<file path="config.mk">
export PLATFORM = sky130hd
export DESIGN_NAME = axis_msg_tx
export DESIGN_NICKNAME = d
export VERILOG_FILES = /design/src/rtl/axis_msg_tx.sv
export SDC_FILE = /design/constraint.sdc
export NUM_CORES = 1
export LEC_CHECK = 0
export ABC_AREA = 1
export ABC_CLOCK_PERIOD_IN_PS = 1700
export BUFFER_PORTS_ARGS = -buffer_cell sky130_fd_sc_hd__clkbuf_2
export CAP_MARGIN = 40
export CORE_AREA = 2 2 82 100
export DETAILED_ROUTE_END_ITERATION = 10
export DIE_AREA = 0 0 84 102
export GPL_ROUTABILITY_DRIVEN = 1
export GPL_TIMING_DRIVEN = 0
export PLACE_DENSITY = 0.9
export SLEW_MARGIN = 10
export SYNTH_ARGS = -nofsm -noshare
export SYNTH_HDL_FRONTEND = slang
export SYNTH_SLANG_ARGS = --single-unit
</file>
<file path="constraint.sdc">
create_clock -name clk -period 1.7 [get_ports clk]
set_input_delay 0.17 -clock clk [delete_from_list [all_inputs] [get_ports clk]]
set_output_delay 0.17 -clock clk [all_outputs]
set_load 0.01 [all_outputs]
</file>
<file path="src/rtl/axis_msg_tx.sv">
// AXI-Stream message transmitter: fetches 2*DATA_W words and serialises them as framed beats.
// Optional message counter is built when AXIS_TX_MSG_COUNT_EN is defined.
module axis_msg_tx #(
  parameter int unsigned DATA_W = 32,
  parameter int unsigned LEN_W  = 8
) (
  input  logic                clk,
  input  logic                rst,
  input  logic                i_start,
  input  logic [LEN_W-1:0]    i_msg_len,
  input  logic                i_downsizing,
  output logic                o_busy,
  input  logic                i_in_valid,
  input  logic [2*DATA_W-1:0] i_in_data,
  output logic                o_in_ready,
  output logic                o_m_tvalid,
  output logic [DATA_W-1:0]   o_m_tdata,
  output logic                o_m_tlast,
  input  logic                i_m_tready,
  output logic                o_msg_done
`ifdef AXIS_TX_MSG_COUNT_EN
  ,
  input  logic                i_clear_msg_count,
  output logic [15:0]         o_msg_count
`endif
);

  typedef enum logic [1:0] {StIdle, StFetch, StSend} state_e;

  state_e              r_state;
  logic [LEN_W-1:0]    r_words_left;
  logic                r_down;
  logic                r_half;
  logic [2*DATA_W-1:0] r_word;
  logic                r_busy;
  logic                r_tvalid;
  logic                r_msg_done;

  logic w_word_final;
  logic w_last_word;
  logic w_load;

  assign w_word_final = !r_down || r_half;
  assign w_last_word  = (r_words_left == '0);

  // In SEND the next word may be taken in the same cycle as the word-final handshake.
  assign o_in_ready = (r_state == StFetch) ||
                      ((r_state == StSend) && w_word_final && i_m_tready && !w_last_word);
  assign w_load     = i_in_valid && o_in_ready;

  assign o_busy     = r_busy;
  assign o_m_tvalid = r_tvalid;
  assign o_m_tdata  = r_half ? r_word[2*DATA_W-1:DATA_W] : r_word[DATA_W-1:0];
  assign o_m_tlast  = r_tvalid && w_word_final && w_last_word;
  assign o_msg_done = r_msg_done;

  always_ff @(posedge clk or negedge rst) begin
    if (!rst) begin
      r_state      <= StIdle;
      r_words_left <= '0;
      r_down       <= 1'b0;
      r_half       <= 1'b0;
      r_word       <= '0;
      r_busy       <= 1'b0;
      r_tvalid     <= 1'b0;
      r_msg_done   <= 1'b0;
    end else begin
      r_msg_done <= 1'b0;
      unique case (r_state)
        StIdle: begin
          if (i_start) begin
            r_words_left <= i_msg_len;
            r_down       <= i_downsizing;
            r_busy       <= 1'b1;
            r_state      <= StFetch;
          end
        end
        StFetch: begin
          if (w_load) begin
            r_word   <= i_in_data;
            r_half   <= 1'b0;
            r_tvalid <= 1'b1;
            r_state  <= StSend;
          end
        end
        StSend: begin
          if (i_m_tready) begin
            if (!w_word_final) begin
              r_half <= 1'b1;
            end else if (w_last_word) begin
              r_tvalid   <= 1'b0;
              r_busy     <= 1'b0;
              r_msg_done <= 1'b1;
              r_state    <= StIdle;
            end else begin
              r_words_left <= r_words_left - LEN_W'(1);
              if (w_load) begin
                r_word <= i_in_data;
                r_half <= 1'b0;
              end else begin
                r_tvalid <= 1'b0;
                r_state  <= StFetch;
              end
            end
          end
        end
        default: r_state <= StIdle;
      endcase
    end
  end

`ifdef AXIS_TX_MSG_COUNT_EN
  logic [15:0] r_msg_count;

  // Clear wins over a coincident increment; the count wraps naturally.
  always_ff @(posedge clk or negedge rst) begin
    if (!rst) begin
      r_msg_count <= '0;
    end else if (i_clear_msg_count) begin
      r_msg_count <= '0;
    end else if (r_msg_done) begin
      r_msg_count <= r_msg_count + 16'd1;
    end
  end

  assign o_msg_count = r_msg_count;
`endif

endmodule

</file>
==> results of run 1 <==
-- registers in the layout, indices dropped and copies added (netlist names) --
| signal | count |
|---|---|
| o_m_tvalid | 1 |
| o_msg_done | 1 |
| r_state | 2 |
| r_half | 1 |
| o_busy | 1 |
| r_down | 1 |
| r_words_left | 8 |
| r_word | 64 |
-- what timing repair did --
action	in CTS	in global routing
gates resized for setup	18	11
pin swaps	2	2
hold endpoints to repair	34	0
hold buffers	1	0
buffers inserted	4	3
endpoints found under the setup margin	32	78
-- worst register-to-register path, stage by stage (launching register included) --
cell and delay [ps]:
dfrtp_1 390, inv_2 100, ha_4 150, nand2_2 80, nor2_4 130, buf_4 120
nand2_1 60, nand2_2 100, nor2_4 50, buf_4 160, a21oi_1 130, nor2_1 50
-- metrics by stage --
step | utilization, % | hold WS, ps | instance area [µm²] | total power [mW]
2_1_floorplan | - | -126 | 3790 | 5.93
3_3_place_gp | 59.1 | 366 | 4480 | 7.11
6_report | 64.0 | 19.3 | 4850 | 9.04
5_1_grt | 64.0 | 20.7 | 4850 | 9.82
4_1_cts | 63.3 | 8.18 | 4800 | 8.97
3_5_place_dp | 59.4 | 196 | 4500 | 7.29
-- kinds of logic after synthesis --
| group | count (synthesis) |
|---|---|
| adder cells (fa/ha/maj) | 1 |
| flip-flops | 79 |
| AO/OA/AOI/OAI | 22 |
| buffers and inverters | 45 |
| AND/OR/NAND/NOR | 362 |
| XOR/XNOR | 1 |
-- synthesized netlist by cell type --
| library cell | n | area (µm²) |
|---|---|---|
| nor2_4 | 2 | 22.5 |
| nor3_1 | 2 | 10.0 |
| buf_2 | 4 | 20.0 |
| nand3_2 | 1 | 10.0 |
| nand4_1 | 1 | 6.26 |
| xor2_1 | 1 | 8.76 |
| clkbuf_1 | 5 | 18.8 |
| a21oi_1 | 6 | 30.0 |
| ha_1 | 1 | 12.5 |
| o21ai_0 | 7 | 35.0 |
| or2_1 | 1 | 6.26 |
| buf_6 | 12 | 135 |
| nor2_2 | 2 | 12.5 |
| a31oi_1 | 1 | 6.26 |
| inv_2 | 3 | 11.3 |
| buf_4 | 2 | 15.0 |
| or2_2 | 1 | 6.26 |
| nor2_1 | 24 | 90.1 |
| o21ai_1 | 5 | 25.0 |
| nand2_1 | 321 | 1200 |
| dfrtp_1 | 79 | 1980 |
| inv_1 | 18 | 67.6 |
| buf_1 | 1 | 3.75 |
| o21ai_2 | 1 | 8.76 |
| nand2_2 | 1 | 6.26 |
| o22ai_1 | 1 | 6.26 |
| o211ai_1 | 1 | 7.51 |
| nand3_1 | 6 | 30.0 |
-- layout by cell type (no fill, tap or decap), types with 2 or more instances in the layout --
master      instances
a21oi_1             6
buf_2               5
buf_4              10
buf_6              14
bufinv_16           2
clkbuf_2          114
clkbuf_8            9
clkinv_2            2
clkinvlp_4          3
dfrtp_1            79
inv_1              14
inv_2               6
nand2_1           318
nand2_2             4
nand3_1             6
nor2_1             23
nor2_4              4
nor3_1              2
o21ai_0             7
o21ai_1             5
-- how the worst max path moves through the flow --
stage	end	depth (start not counted)	start
3_5_place_dp	o_m_tdata[27]	6	r_half
2_1_floorplan	r_word[0]	11	r_words_left[0]
6_report	o_m_tlast	7	r_words_left[0]
4_1_cts	o_m_tdata[10]	6	r_half
3_3_place_gp	r_word[36]	1	rst
5_1_grt	o_m_tlast	7	r_words_left[0]
-- layout make-up --
class,instances,area share [%]
clock inverters,6,1.76
plain buffers,24,4.65
clock buffers,10,2.63
flip-flops and latches,79,40.8
well taps,92,2.38
repair buffers,123,13.5
inverters,21,1.70
multi-input cells,386,32.6
-- routing by layer --
metal / part of all wire [%] / routed length [µm] / GRT usage, % / vias up
li1: - / - / - / 1810
met1: 42 / 4000 / 28.2 / 1683
met2: 51 / 4830 / 40.2 / 120
met3: 5.1 / 480 / 3.07 / 13
met4: 1.3 / 125 / 7.82 / 0
met5: 0 / 0 / 0 / -
-- power groups by stage --
stage	registers, mW	logic, mW	clock network, mW
final	3.27	4.28	1.49
after global routing	3.36	4.85	1.61
after CTS	3.25	4.20	1.52
after detailed placement	3.27	4.02	0
after global placement	3.22	3.89	0
after floorplan	3.15	2.78	0
==> out/metrics.cfg, run 1 <==
[clock_tree]
cts_buffer_depth = 2
numCtsBuffers = 9
htree_levels = 3
path_clk_slew_ps = 80
cts-root-buf = clkbuf_8
cts_tree = done
cts.sinks = 79
clk_latency_ps = 340

[critical_path]
crit_family = flip-flops
crit_buf_inv = 3
crit_path_end_kind = output pin
crit_path_max_incr_delay_ps = 390
cp-start-kind = register
r2r_cells = 11
cp.arrival_ps = 1450
reg2reg_to = r_words_left[3]
r2r_slack_ps = 90
critPathMaxFanout = 3
crit_chain = inv_2 > ha_4 > nand2_2 > nor2_4 > inv_2 > nor2_1 > buf_2
cp_common_cell = inv_2
worstReg2RegStart = r_words_left[0]
setup.worst_path.class = reg2out
slowest_stage = dfrtp_1
cp.required_ps = 1530

[grt]
overflow = 0
grt_pass1_vias = 3385
grt_usage_pct = 22.5
grt_pass1_wl_um = 15400
antenna_found_initial = 0
grt_max_degree = 46

[pwr]
switching_share_pct = 41.4
leakagePower_nw = 2.85
powerDensity_mw_per_mm2 = 1860
p_clk_share_pct = 16.5
ir_worst_vdd_uv = 992
p_int_mw = 5.29
seq_power_share_pct = 36.2
power.switching_mw = 3.74
p_comb_share_pct = 47.3

[sta]
setup_violations = 0
fin_skew_ps = 5.53
setup_ws_ps = 75.6
fmax_mhz = 616
finalCritPeriodShare_pct = 95.6
final_hold_viol_count = 0
fin_crit_ps = 1620
slew_headroom_pct = 65.7
final.setup.tns_ps = 0
tightest_slew_ps = 514
report.final.slew_viol_count = 0

[floorplan]
pin_count = 115
die_w_um = 84
row_count = 35
dieArea_mm2 = 0.00857
floorplan.initialDensity_pct = 50.1
coreArea_mm2 = 0.00758
die_height_um = 102

[detailed_routing]
wirelength_um = 9440
vias = 3626
wire_per_inst_um = 12.7
first_iter_violations = 141
antenna_left = 0
dr.pass1.iters = 4
drc = 0
vias_per_cell = 4.89

[placed_design]
post-place-cells = 717
post-place-ws_ps = -21.9
portBuffers = 114
dp_hpwl_um = 6760
routabilityCongestion = 0.906

[yosys]
yosysSeqAreaShare_pct = 52.1
yosysUniqueCellTypes = 28
syn_area_per_cell_um2 = 7.44
synthesis.area_mm2 = 0.00379
synthSimpleGateAreaFrac_pct = 37.0
ys_warn_count = 0
synth_mux_area_share_pct = 0
synth_fp_nets = 589
synth-xor-area-share_pct = 0.231
synthCells = 510
ys_ff_latch = 79
synthAdderAreaFrac_pct = 0.330
synth_compound_area_share_pct = 3.13
synth_top_family_by_area = simple AND/OR/NAND/NOR gates

[finish]
nets = 723
seq_area_mm2 = 0.00198
instances_no_fill = 741
final.fill_count = 692
final_layout_size_suffix_gt1_share_pct = 27.9
multiInputGateArea_mm2 = 0.00158
syn2layout_area_growth_pct = 27.7
n_antenna_cell = 0

[hold_path]
hp-start = i_in_data[54]
hold_class = in2reg
hold_end = r_word[54]
hold-path-cell-count = 3

[run]
maxCapViolCount = 0

[run_status]
status = finished clean

(Power assumes the default switching activity.)
==> run 2: changes to the inputs <==
--- a/config.mk
+++ b/config.mk
@@ -6,7 +6,7 @@
 export NUM_CORES = 1
 export LEC_CHECK = 0
 export ABC_AREA = 1
-export ABC_CLOCK_PERIOD_IN_PS = 1700
+export ABC_CLOCK_PERIOD_IN_PS = 1500
 export BUFFER_PORTS_ARGS = -buffer_cell sky130_fd_sc_hd__clkbuf_2
 export CAP_MARGIN = 40
 export CORE_AREA = 2 2 82 100
@@ -15,6 +15,7 @@
 export GPL_ROUTABILITY_DRIVEN = 1
 export GPL_TIMING_DRIVEN = 0
 export PLACE_DENSITY = 0.9
+export REMOVE_ABC_BUFFERS = 1
 export SLEW_MARGIN = 10
 export SYNTH_ARGS = -nofsm -noshare
 export SYNTH_HDL_FRONTEND = slang
==> constraint.sdc (replaced) <==
create_clock -name clk -period 1.5 [get_ports clk]
set_input_delay 0.15 -clock clk [delete_from_list [all_inputs] [get_ports clk]]
set_output_delay 0.15 -clock clk [all_outputs]
set_load 0.01 [all_outputs]
==> run 2 against run 1 <==
Compared with the run above:
- the run now ends with setup timing left
- count of clock-buffer cells in the layout up 2
- final cell count up 6.7%
- sequential share of layout area fell by 7.8 points
- hold slack got worse by 15 ps
- worst setup slack got worse by 330 ps
- global-route usage grew 5.2 points
- critical path depth up 3
- design area is 24% higher
- largest power group unchanged
==> out/metrics.cfg, run 2 (synthesis gave the netlist of run 1 again) <==
[pwr]
p_clk_share_pct = 11.6
p_comb_share_pct = 57.9
leakagePower_nw = 3.30
power.switching_mw = 5.59
p_int_mw = 7.22
switching_share_pct = 43.6
powerDensity_mw_per_mm2 = 2140
seq_power_share_pct = 30.5
ir_worst_vdd_uv = 1350
p_total_mw = 12.8

[sta]
report.final.slew_viol_count = 0
fin_skew_ps = 13.5
setup_violations = 109
final_hold_viol_count = 0
setup_ws_ps = -258
hold_ws_ps = 4.23
slew_headroom_pct = 64.1
fmax_mhz = 569
fin_crit_ps = 1760
rsz0062_at_grt = true
final.setup.tns_ps = -19610
tightest_slew_ps = 539
finalCritPeriodShare_pct = 117

[placed_design]
dp_hpwl_um = 6370
post-place-ws_ps = -1270
routabilityCongestion = 0.859
place_area_mm2 = 0.00441
portBuffers = 114

[run]
maxCapViolCount = 0

[floorplan]
die_height_um = 102
floorplan.initialDensity_pct = 50.1
row_count = 35
coreArea_mm2 = 0.00758
die_w_um = 84
pin_count = 115
dieArea_mm2 = 0.00857

[grt]
grt_usage_pct = 27.7
antenna_found_initial = 0
grt_max_degree = 45
grt_pass1_wl_um = 18400
overflow = 0
grt_pass1_vias = 3984

[clock_tree]
path_clk_slew_ps = 80
cts_tree = done
cts.sinks = 79
cts_buffer_depth = 2
numCtsBuffers = 9
cts-root-buf = clkbuf_8
clk_latency_ps = 350
htree_levels = 3

[critical_path]
crit_family = simple AND/OR/NAND/NOR gates
setup.worst_path.class = reg2reg
crit_buf_inv = 3
cp-start-kind = register
reg2reg_to = r_word[20]
crit_path_end_kind = register
crit_chain = nor2_1 > nand2_2 > o21ai_4 > nand2_4 > nand2_8 > buf_8 > buf_12 > buf_16 > nand2_1 > nand2_1
cp_num_cells = 10
slowest_stage = dfrtp_1
r2r_cells = 10
r2r_slack_ps = -260
cp_common_cell = nand2_1
worstReg2RegStart = r_words_left[5]
cp.arrival_ps = 2030
critPathMaxFanout = 12
cp.required_ps = 1780
crit_path_max_incr_delay_ps = 450

[detailed_routing]
vias_per_cell = 5.34
first_iter_violations = 326
antenna_left = 0
wirelength_um = 13700
vias = 4220
drc = 0
dr.pass1.iters = 7
wire_per_inst_um = 17.3

[finish]
final_layout_size_suffix_gt1_share_pct = 37.9
syn2layout_area_growth_pct = 58.1
n_antenna_cell = 0
largest_register = r_word
largest_registers = r_word (64), r_words_left (8), r_state (2)
mostFrequentLayoutCell = nand2_1
final_cell_mix = nand2_1 (273), clkbuf_2 (91), dfrtp_1 (77), dlygate4sd3_1 (32), nand2_2 (30)
largest_reg_flops = 64
fin_area_mm2 = 0.00600
nets = 773

[hold_path]
hold-path-cell-count = 3
hp-start = i_in_data[31]
hold_end = r_word[31]
hold_class = in2reg

[run_status]
status = finished with violations
violations = setup timing

-- run 2: through the flow --
stage / instances / utilization [%]
3_5_place_dp: 697 / 58.2
2_1_floorplan: 486 / -
5_1_grt: 791 / 79.2
6_report: 791 / 79.2
3_3_place_gp: 692 / 56.6
4_1_cts: 772 / 71.7
-- run 2: worst register-to-register path: cells and delay by family (launching register included) --
kind	cells	cell delay (ps)
AND/OR/NAND/NOR	6	650
buffers and inverters	3	390
AO/OA/AOI/OAI	1	200
flip-flops	1	450
-- run 2: worst max-delay path by stage --
stage                    start  slack [ps]         end
2_1_floorplan           r_half       -1730      r_half
3_3_place_gp            r_half       -3080  r_word[33]
3_5_place_dp            r_half       -1270      r_half
4_1_cts        r_words_left[0]        -150  r_word[24]
5_1_grt        r_words_left[5]        -290  r_word[20]
6_report       r_words_left[5]        -260  r_word[20]
-- run 2: what timing repair did --
item / in CTS / in global routing
hold buffers: 32 / 0
resized for setup: 55 / 118
cloned: 8 / 6
endpoints found under the setup margin: 112 / 110
endpoints found under the hold margin: 66 / 0
buffers inserted: 19 / 14
pin swaps: 12 / 16
-- run 2: cell type report --
cell class              count  area (µm²)
repair buffers            195        1710
multi-input cells         388        1910
clock inverters             4        28.8
well taps                  92         115
flip-flops and latches     79        1980
clock buffers              12         155
fillers                   453        1580
inverters                  21         105
-- run 2: routing by layer --
metal | part of all wire (%) | vias up | global-route usage, %
met4 | 3.6 | 0 | 12.7
met5 | 0 | - | 0
met3 | 7.2 | 47 | 3.96
li1 | - | 1914 | -
met2 | 53 | 245 | 51.0
met1 | 36 | 2014 | 32.1
-- run 2: power groups by stage --
stage / logic (mW) / clock network [mW] / registers [mW]
2_1_floorplan: 2.75 / 0 / 3.63
3_3_place_gp: 3.94 / 0 / 3.75
3_5_place_dp: 4.35 / 0 / 3.76
4_1_cts: 5.77 / 1.51 / 3.72
5_1_grt: 7.96 / 1.62 / 3.99
6_report: 7.41 / 1.49 / 3.91
